### src/rtl/config_pkg.sv
// Shared constants and types for the keyboard-driven configuration sequencer.
package config_pkg;

  localparam logic [7:0] SC_BREAK = 8'hF0;
  localparam logic [7:0] SC_EXT   = 8'hE0;
  localparam logic [7:0] SC_ENTER = 8'h5A;
  localparam logic [7:0] SC_ESC   = 8'h76;
  localparam logic [7:0] SC_YES   = 8'h35;
  localparam logic [7:0] SC_NO    = 8'h31;

  // Digits 0..8 on the main row, set 2 scan codes
  localparam logic [8:0][7:0] TEMP_CODES = {
    8'h3E, 8'h3D, 8'h36, 8'h2E, 8'h25, 8'h26, 8'h1E, 8'h16, 8'h45
  };

  localparam logic [1:0] DT_NONE = 2'd0;
  localparam logic [1:0] DT_TEMP = 2'd1;
  localparam logic [1:0] DT_IGN  = 2'd2;
  localparam logic [1:0] DT_PRES = 2'd3;

  typedef enum logic [2:0] {
    ST_IDLE = 3'd0,
    ST_TEMP = 3'd1,
    ST_IGN  = 3'd2,
    ST_PRES = 3'd3,
    ST_SAVE = 3'd4
  } state_t;

  typedef struct packed {
    logic       save;
    logic       done;
    logic       error;
    logic       timeout;
    logic       active;
    logic [1:0] data_type;
  } status_t;

  function automatic logic is_temp_code(input logic [7:0] code);
    logic hit;
    hit = 1'b0;
    for (int i = 0; i < 9; i++)
      if (TEMP_CODES[i] == code) hit = 1'b1;
    return hit;
  endfunction

endpackage

### src/rtl/inactivity_timer.sv
// Per-field inactivity counter; saturates at the limit and flags expiry while enabled.
module inactivity_timer #(
  parameter int unsigned TIMEOUT_CYCLES = 32'd500_000_000
) (
  input  logic clk,
  input  logic rst,
  input  logic clear,
  input  logic enable,
  output logic expired
);

  localparam int unsigned W = (TIMEOUT_CYCLES > 2) ? $clog2(TIMEOUT_CYCLES) : 1;
  localparam logic [W-1:0] LAST = W'(TIMEOUT_CYCLES - 1);

  logic [W-1:0] cnt;

  always_ff @(posedge clk or posedge rst) begin
    if (rst)                          cnt <= '0;
    else if (clear)                   cnt <= '0;
    else if (enable && (cnt != LAST)) cnt <= cnt + 1'b1;
  end

  assign expired = enable && (cnt == LAST);

endmodule

### src/rtl/config_sequencer.sv
// Walks the user through temperature / ignition / presence entry from PS/2 make codes,
// emitting a one-cycle save strobe per accepted field; every output is registered.
module config_sequencer
  import config_pkg::*;
#(
  parameter int unsigned TIMEOUT_CYCLES = 32'd500_000_000
) (
  input  logic       clk,
  input  logic       rst,
  input  logic [7:0] rx_data,
  input  logic       rx_done_tick,
  output logic       save,
  output logic [1:0] data_type,
  output logic [7:0] key_out,
  output logic       config_active,
  output logic       done_tick,
  output logic       error_tick,
  output logic       timeout_tick
);

  state_t     state, state_d;
  logic [1:0] field, field_d;
  logic [7:0] key_q, key_d;
  logic       skip, skip_d;
  logic       pend_vld, pend_vld_d;
  logic [7:0] pend_data, pend_data_d;
  status_t    st_q, st_d;

  logic       byte_vld, make, in_field, expired;
  logic [7:0] byte_val;

  assign in_field = (state == ST_TEMP) || (state == ST_IGN) || (state == ST_PRES);

  inactivity_timer #(.TIMEOUT_CYCLES(TIMEOUT_CYCLES)) u_timer (
    .clk     (clk),
    .rst     (rst),
    .clear   (rx_done_tick || byte_vld || !in_field),
    .enable  (in_field),
    .expired (expired)
  );

  always_comb begin
    state_d     = state;
    field_d     = field;
    key_d       = key_q;
    skip_d      = skip;
    pend_vld_d  = pend_vld;
    pend_data_d = pend_data;
    byte_vld    = 1'b0;
    byte_val    = rx_data;
    make        = 1'b0;
    st_d        = '0;

    if (state == ST_SAVE) begin
      // Bytes arriving during SAVE wait one cycle for the successor state
      if (rx_done_tick && !pend_vld) begin
        pend_vld_d  = 1'b1;
        pend_data_d = rx_data;
      end
      case (field)
        DT_TEMP: state_d = ST_IGN;
        DT_IGN:  state_d = ST_PRES;
        default: begin
          state_d = ST_IDLE;
          st_d.done = 1'b1;
        end
      endcase
    end else begin
      // Pending byte goes first; a concurrent strobe refills the freed slot
      if (pend_vld) begin
        byte_vld    = 1'b1;
        byte_val    = pend_data;
        pend_vld_d  = rx_done_tick;
        pend_data_d = rx_data;
      end else if (rx_done_tick) begin
        byte_vld = 1'b1;
      end

      if (byte_vld) begin
        if (skip)                                            skip_d = 1'b0;
        else if ((byte_val == SC_BREAK) || (byte_val == SC_EXT)) skip_d = 1'b1;
        else                                                 make   = 1'b1;
      end

      if (make) begin
        case (state)
          ST_IDLE: if (byte_val == SC_ENTER) state_d = ST_TEMP;
          ST_TEMP: begin
            if (is_temp_code(byte_val)) begin
              key_d   = byte_val;
              field_d = DT_TEMP;
              state_d = ST_SAVE;
            end else if (byte_val == SC_ESC) begin
              state_d = ST_IDLE;
            end else if (byte_val != SC_ENTER) begin
              st_d.error = 1'b1;
            end
          end
          default: begin
            if ((byte_val == SC_YES) || (byte_val == SC_NO)) begin
              key_d   = byte_val;
              field_d = (state == ST_IGN) ? DT_IGN : DT_PRES;
              state_d = ST_SAVE;
            end else if (byte_val == SC_ESC) begin
              state_d = ST_IDLE;
            end else if (byte_val != SC_ENTER) begin
              st_d.error = 1'b1;
            end
          end
        endcase
      end else if (expired && !byte_vld) begin
        state_d      = ST_IDLE;
        st_d.timeout = 1'b1;
      end
    end

    st_d.save   = (state_d == ST_SAVE);
    st_d.active = (state_d != ST_IDLE);
    case (state_d)
      ST_TEMP: st_d.data_type = DT_TEMP;
      ST_IGN:  st_d.data_type = DT_IGN;
      ST_PRES: st_d.data_type = DT_PRES;
      ST_SAVE: st_d.data_type = field_d;
      default: st_d.data_type = DT_NONE;
    endcase
  end

  always_ff @(posedge clk or posedge rst) begin
    if (rst) begin
      state     <= ST_IDLE;
      field     <= DT_NONE;
      key_q     <= 8'h00;
      skip      <= 1'b0;
      pend_vld  <= 1'b0;
      pend_data <= 8'h00;
      st_q      <= '0;
    end else begin
      state     <= state_d;
      field     <= field_d;
      key_q     <= key_d;
      skip      <= skip_d;
      pend_vld  <= pend_vld_d;
      pend_data <= pend_data_d;
      st_q      <= st_d;
    end
  end

  assign save          = st_q.save;
  assign done_tick     = st_q.done;
  assign error_tick    = st_q.error;
  assign timeout_tick  = st_q.timeout;
  assign config_active = st_q.active;
  assign data_type     = st_q.data_type;
  assign key_out       = key_q;

endmodule
### config.mk
export PLATFORM = sky130hd
export DESIGN_NAME = config_sequencer
export DESIGN_NICKNAME = d
export VERILOG_FILES = /design/src/rtl/config_pkg.sv /design/src/rtl/inactivity_timer.sv /design/src/rtl/config_sequencer.sv
export SDC_FILE = /design/constraint.sdc
export NUM_CORES = 1
export LEC_CHECK = 0
export ABC_AREA = 1
export BUFFER_PORTS_ARGS = -buffer_cell sky130_fd_sc_hd__buf_2
export CORE_AREA = 2 2 84 86
export CTS_CLUSTER_SIZE = 14
export DETAILED_ROUTE_END_ITERATION = 12
export DIE_AREA = 0 0 86 88
export PLACE_DENSITY = 0.69
export SYNTH_ARGS = -nofsm -noshare
export SYNTH_HDL_FRONTEND = slang
export SYNTH_SLANG_ARGS = --single-unit
### constraint.sdc
create_clock -name clk -period 3.16 [get_ports clk]
set_input_delay 0.474 -clock clk [delete_from_list [all_inputs] [get_ports clk]]
set_output_delay 0.474 -clock clk [all_outputs]
set_load 0.02 [all_outputs]
After elaboration in Yosys (flattened, before gate mapping)
Cells that the tools add are included.
{"block": "totals", "word_cells": 130, "reg_bits": 59, "input_bits": 11, "out_inout_bits": 15}
{"block": "classes", "addsub": 1, "eq_ne": 30, "n_bitwise": 2, "n_mux": 62, "n_reduce_logical": 22}
{"op": "$mux 29", "n": 2}
{"op": "$mux 8", "n": 7}
{"op": "$eq 6x8->1 const A", "n": 6}
{"op": "$mux 1", "n": 35}
{"op": "$add 29x1->29 const B", "n": 1}
{"op": "$eq 29x29->1 const B", "n": 1}
{"op": "$ne 29x29->1 const B", "n": 1}
{"op": "$mux 3", "n": 7}
{"op": "$eq 5x8->1 const A", "n": 2}
{"op": "$eq 8x6->1 const B", "n": 2}
{"op": "$eq 8x7->1 const B", "n": 2}
{"op": "$eq 8x8->1 const B", "n": 2}
{"op": "$pmux 8 s2", "n": 1}
{"op": "$eq 3x2->1 const B", "n": 4}
{"op": "$mux 2", "n": 5}
{"op": "$eq 7x8->1 const A", "n": 1}
{"op": "$ne 8x7->1 const B", "n": 1}
{"op": "$pmux 2 s2", "n": 2}
{"op": "$pmux 2 s4", "n": 1}
{"op": "$eq 3x1->1 const B", "n": 2}
{"op": "$eq 3x3->1 const B", "n": 2}
{"op": "$logic_or 1x1->1", "n": 6}
{"op": "$pmux 3 s2", "n": 1}
{"op": "$reduce_bool 2->1", "n": 3}
{"op": "12 further kinds", "n": 20}

Longest topological paths before layout
{"block": "depth", "word_depth": 21, "ltp_mapped": 18, "ltp_nobuf": 16}

Modules after synthesis
From an unflattened synthesis, not the netlist that was laid out.
{"block": "unflattened", "cells_unflattened": 563, "area_unflattened_um2": 3771.1}
{"mod": "inactivity_timer", "n_inst": 1, "seq_area_each_um2": 725.7, "area_each_um2": 2080.7, "cells_each": 332}
{"mod": "config_sequencer", "n_inst": 1, "seq_area_each_um2": 750.7, "area_each_um2": 1690.4, "cells_each": 231}

Worst setup path before layout
Ideal clock, no wire load.
{"block": "synth_path", "path_type": "register to register", "startpoint": "register pend_vld", "endpoint": "register key_q[6] (netlist: key_out[6])", "setup_time_ns": 0.119, "required_time_ns": 3.041, "slack_ns": 1.370, "t_arrival_ns": 1.671, "path_stages_with_launch": 16, "path_buffers": 3, "period_less_slack_ns": 1.790, "cell_sequence": "dfrtp_1 buf_6 inv_4 buf_8 nand2_4 nand2_4 inv_2 nor2_2 nand2_2 a21oi_2 nor2_1 nand2_2 nand4_4 buf_6 nand2_2 o21ai_2"}
{"block": "synth_via", "elab_chain_cells": 17, "word_cells_on_any_way": 41, "cone_classes": "14 x eq/ne; 23 x mux; 4 x reduce/logical"}
{"element": "start: declaration", "line": "config_sequencer.sv:25", "rtl": "logic pend_vld, pend_vld_d;"}
{"element": "start signal: assignment", "line": "config_sequencer.sv:142", "rtl": "pend_vld <= pend_vld_d;"}
{"element": "$mux 8", "line": "config_sequencer.sv:70", "rtl": "if (pend_vld) begin"}
{"element": "$mux 8", "line": "config_sequencer.sv:54", "rtl": "if (state == ST_SAVE) begin"}
{"element": "$eq 7x8->1", "line": "config_pkg.sv:42", "rtl": "if (TEMP_CODES[i] == code) hit = 1'b1;"}
{"element": "$mux 1 (9 in a row)", "line": "config_pkg.sv:42"}
{"element": "$mux 1", "line": "config_sequencer.sv:86", "rtl": "case (state)"}
{"element": "$mux 1", "line": "config_sequencer.sv:85", "rtl": "if (make) begin"}
{"element": "$mux 1", "line": "config_sequencer.sv:54"}
{"element": "$ne 2x1->1 (no source line)"}
{"element": "$reduce_and 5->1 (no source line)"}
{"element": "end signal: assignment", "line": "config_sequencer.sv:140", "rtl": "key_q <= key_d;"}
{"element": "end: declaration", "line": "config_sequencer.sv:23", "rtl": "logic [7:0] key_q, key_d;"}
Several ways; a longest one is shown, not always the timed one. The select of a mux whose other input is x is not followed.
A chain may end at the register's enable or synchronous reset.

Worst setup path in the final report
{"block": "layout_path", "startpoint": "register pend_vld", "endpoint": "register field[0]"}
{"block": "layout_via", "elab_chain_cells": 19, "word_cells_on_any_way": 40, "cone_classes": "13 x eq/ne; 25 x mux; 2 x reduce/logical"}
{"element": "$mux 8", "line": "config_sequencer.sv:70"}
{"element": "$mux 8", "line": "config_sequencer.sv:54"}
{"element": "$eq 7x8->1", "line": "config_pkg.sv:42"}
{"element": "$mux 1 (9 in a row)", "line": "config_pkg.sv:42"}
{"element": "$mux 1", "line": "config_sequencer.sv:86"}
{"element": "$mux 1", "line": "config_sequencer.sv:85"}
{"element": "$mux 1", "line": "config_sequencer.sv:54"}
{"element": "$mux 2", "line": "config_sequencer.sv:89", "rtl": "if (is_temp_code(byte_val)) begin"}
{"element": "$pmux 2 s2", "line": "config_sequencer.sv:86"}
{"element": "$mux 2 *", "line": "config_sequencer.sv:85"}
{"element": "$mux 2 *", "line": "config_sequencer.sv:54"}
{"element": "net field_d[0]", "line": "config_sequencer.sv:22", "rtl": "logic [1:0] field, field_d;"}
{"element": "end signal: assignment", "line": "config_sequencer.sv:139", "rtl": "field <= field_d;"}
{"element": "end: declaration", "line": "config_sequencer.sv:22"}
The timed path passes the listed nets; every way through them passes the cells marked *. The select of a mux whose other input is x is not followed.

==> impl_metrics.py <==
metrics = {
    "synth": {
        "ys_types": 38,
        "seq_area_frac_synth_pct": 43.6,
        "ys_warn_count": 0,
        "synthesis.area_um2": 3390,
        "synth-edff-count": 0,
        "synth_nets": 452,
        "synth_area_leaders": "dfrtp_1 (44%), nand2_1 (11%), inv_1 (6.4%)",
        "netlist_instances": 439,
        "synthFlopType": "dfrtp_1",
        "synth_seq_cells": 59,
        "synth_area_leader_cell": "dfrtp_1",
        "ys_async_sr_fraction_pct": 100,
        "avgSynthCellArea_um2": 7.72,
        "synth_top_area_share_pct": 43.6,
    },
    "detailed_routing": {
        "routedWlPerCell_um": 13.3,
        "drt_iter0_drc": 172,
        "drc": 0,
        "via_count": 2956,
        "routed_wl_um": 7410,
        "antenna_left": 0,
        "via_per_inst": 5.32,
        "first_pass_iters": 4,
    },
    "clock_network": {
        "cts_buffers": 9,
        "post-cts-setup-buffers": 0,
        "clk_latency_ns": 0.34,
        "cts.sinks": 59,
        "cts_resized": 0,
        "cts_buffer_depth": 2,
        "cts_tree": "done",
        "h-tree-depth": 3,
        "postCtsHoldBufs": 0,
        "path_clk_slew_ns": 0.07,
        "cts_root_buf": "clkbuf_8",
    },
    "power_and_ir_drop": {
        "power_frac_seq_pct": 46.3,
        "power.leakage_nw": 1.73,
        "p_int_w": 0.00138,
        "ir_drop_v": 0.000323,
        "powerDensity_nw_per_um2": 563,
        "power.share.combinational_pct": 24.0,
        "p_switching_w": 0.000728,
        "switching_share_pct": 34.4,
        "power_w": 0.00211,
        "p_clk_share_pct": 29.7,
    },
    "layout": {
        "layout_commonest_cell": "nand2_1",
        "fin_cells": 556,
        "fillerInstances": 627,
        "drive_gt1_share_pct": 19.3,
        "final-seq-area_um2": 1480,
        "antenna_cells": 0,
        "utilization_pct": 56.5,
        "multi_input_area_um2": 1610,
        "layout_common_cells": "nand2_1 (97), dfrtp_1 (59), inv_1 (57)",
        "layout.nets": 484,
        "fin_area_um2": 3750,
        "areaGrowthSynthToFinish_pct": 10.8,
    },
    "grt": {
        "grt_pass1_wl_um": 12600,
        "gr-total-overflow": 0,
        "antenna_found_initial": 0,
        "grt_pass1_vias": 2779,
        "track_usage_pct": 21.2,
        "grt_max_degree": 32,
    },
    "outcome": {
        "outcome": "finished clean",
    },
    "place": {
        "place_inst": 540,
        "place.gp.congestion": 0.855,
        "placedInstanceArea_um2": 3570,
        "numPortBuffers": 25,
        "dp_hpwl_um": 5510,
    },
    "floorplanning": {
        "initial_core_util_pct": 51.0,
        "die_w_um": 86,
        "ios": 26,
        "fp-row-count": 30,
        "die_y_um": 88,
        "dieArea_um2": 7570,
        "core_area_um2": 6640,
    },
    "job": {
        "maxCapViolations": 0,
    },
    "worst_setup_path": {
        "crit_path_start_kind": "flop",
        "r2r_slack_ns": 0.77,
        "path_class": "flop to flop",
        "crit_fanout": 18,
        "cp.arrival_ns": 2.67,
        "end_kind": "flop",
        "cp.required_ns": 3.44,
    },
    "sta": {
        "setup_viol": 0,
        "period_share_pct": 75.7,
        "slew_viol_final": 0,
        "rsz0062_at_grt": "false",
        "period_needed_ns": 2.39,
        "worst_slew_pin_slew_ns": 0.610,
        "fin_setup_tns_ns": 0,
        "hold_viol_final": 0,
        "clock_skew_ns": 0.00674,
        "slew_headroom_pct": 59.3,
        "fmaxAchievable_ghz": 0.418,
    },
    "worst_hold_path": {
        "hold_path.class": "input port to async pin",
    },
}
## per-layer routing
layer  wire length, µm  track usage [%]  up-vias
met5                 0                0        -
met4               137             9.81        0
met3               297             4.24       15
met2              3590             34.9       73
met1              3390             26.9     1370
li1                  -                -     1498
## flip-flops by register name, indices dropped and copies added, names as in the netlist
| register | cells |
|---|---|
| config_active | 1 |
| data_type | 2 |
| done_tick | 1 |
| error_tick | 1 |
| field | 2 |
| key_out | 8 |
| pend_data | 8 |
| pend_vld | 1 |
| save | 1 |
| skip | 1 |
| state | 3 |
| timeout_tick | 1 |
| u_timer.cnt | 29 |
## cells in the mapped netlist, types with 3 or more instances
| library cell | count |
|---|---|
| nor3_2 | 3 |
| nand2_2 | 10 |
| inv_2 | 4 |
| dfrtp_1 | 59 |
| nand2_1 | 97 |
| o21ai_1 | 4 |
| inv_1 | 58 |
| nor2_2 | 5 |
| nand2_4 | 8 |
| o21ai_2 | 8 |
| a21oi_1 | 22 |
| nand3_1 | 24 |
| nor2_1 | 43 |
| nor3_1 | 19 |
| nand4_1 | 11 |
| o21ai_0 | 28 |
| a31oi_1 | 6 |
| buf_6 | 3 |
## power by group through the flow
| stage | combinational [W] | clock (W) | sequential, W |
|---|---|---|---|
| after floorplan | 0.000294 | 0 | 0.00105 |
| after CTS | 0.000510 | 0.000637 | 0.000982 |
| after global routing | 0.000571 | 0.000673 | 0.000995 |
| final | 0.000507 | 0.000627 | 0.000979 |
| after detailed placement | 0.000510 | 0 | 0.000994 |
| after global placement | 0.000498 | 0 | 0.000994 |
## worst max-delay path: stages (launching register included)
cell,delay [ns]
dfrtp_1,0.58
inv_4,0.25
nand2_1,0.07
nand2_1,0.20
nand2_2,0.12
nor2_2,0.12
nand3_1,0.08
nand2_1,0.09
nand2_1,0.07
nand2_2,0.14
nand4_4,0.29
nand2_1,0.17
and2_1,0.14
## final timing paths
kind | start | end | cells past startpoint
worst max register to register | pend_vld | field[0] | 12
max in group asynchronous | rst | key_out[0] | 3
worst min register to register | key_out[6] | key_out[6] | 2
worst min-delay path | rst | pend_data[3] | 2
worst max-delay path | pend_vld | field[0] | 12
min in group clk | rx_data[1] | pend_data[1] | 2
## cells by family (layout without fill, tap and decap cells)
kind of cell,Yosys count,after routing,synth area share (%)
mux,2,2,0.665
flops,59,59,43.6
xor+xnor,1,1,0.259
fa+ha+maj,2,2,0.739
buf+inv,70,107,8.83
simple gates,232,232,33.6
compound gates,73,73,12.3
## stage by stage
stage	hold slack (ns)	worst slack (ns)
after floorplan	0.453	1.23
after global placement	0.472	0.881
after detailed placement	0.481	0.788
after CTS	0.227	0.773
after global routing	0.269	0.521
final	0.202	0.768
## final cells by class
class                   count  share of cell area, %
multi-input cells         310                   42.9
clock inverters             5                  0.733
inverters                  63                   6.37
clock buffers              11                   4.03
repair buffers             28                   3.93
flip-flops and latches     59                   39.3
well taps                  80                   2.67
(Power assumes the default switching activity.)
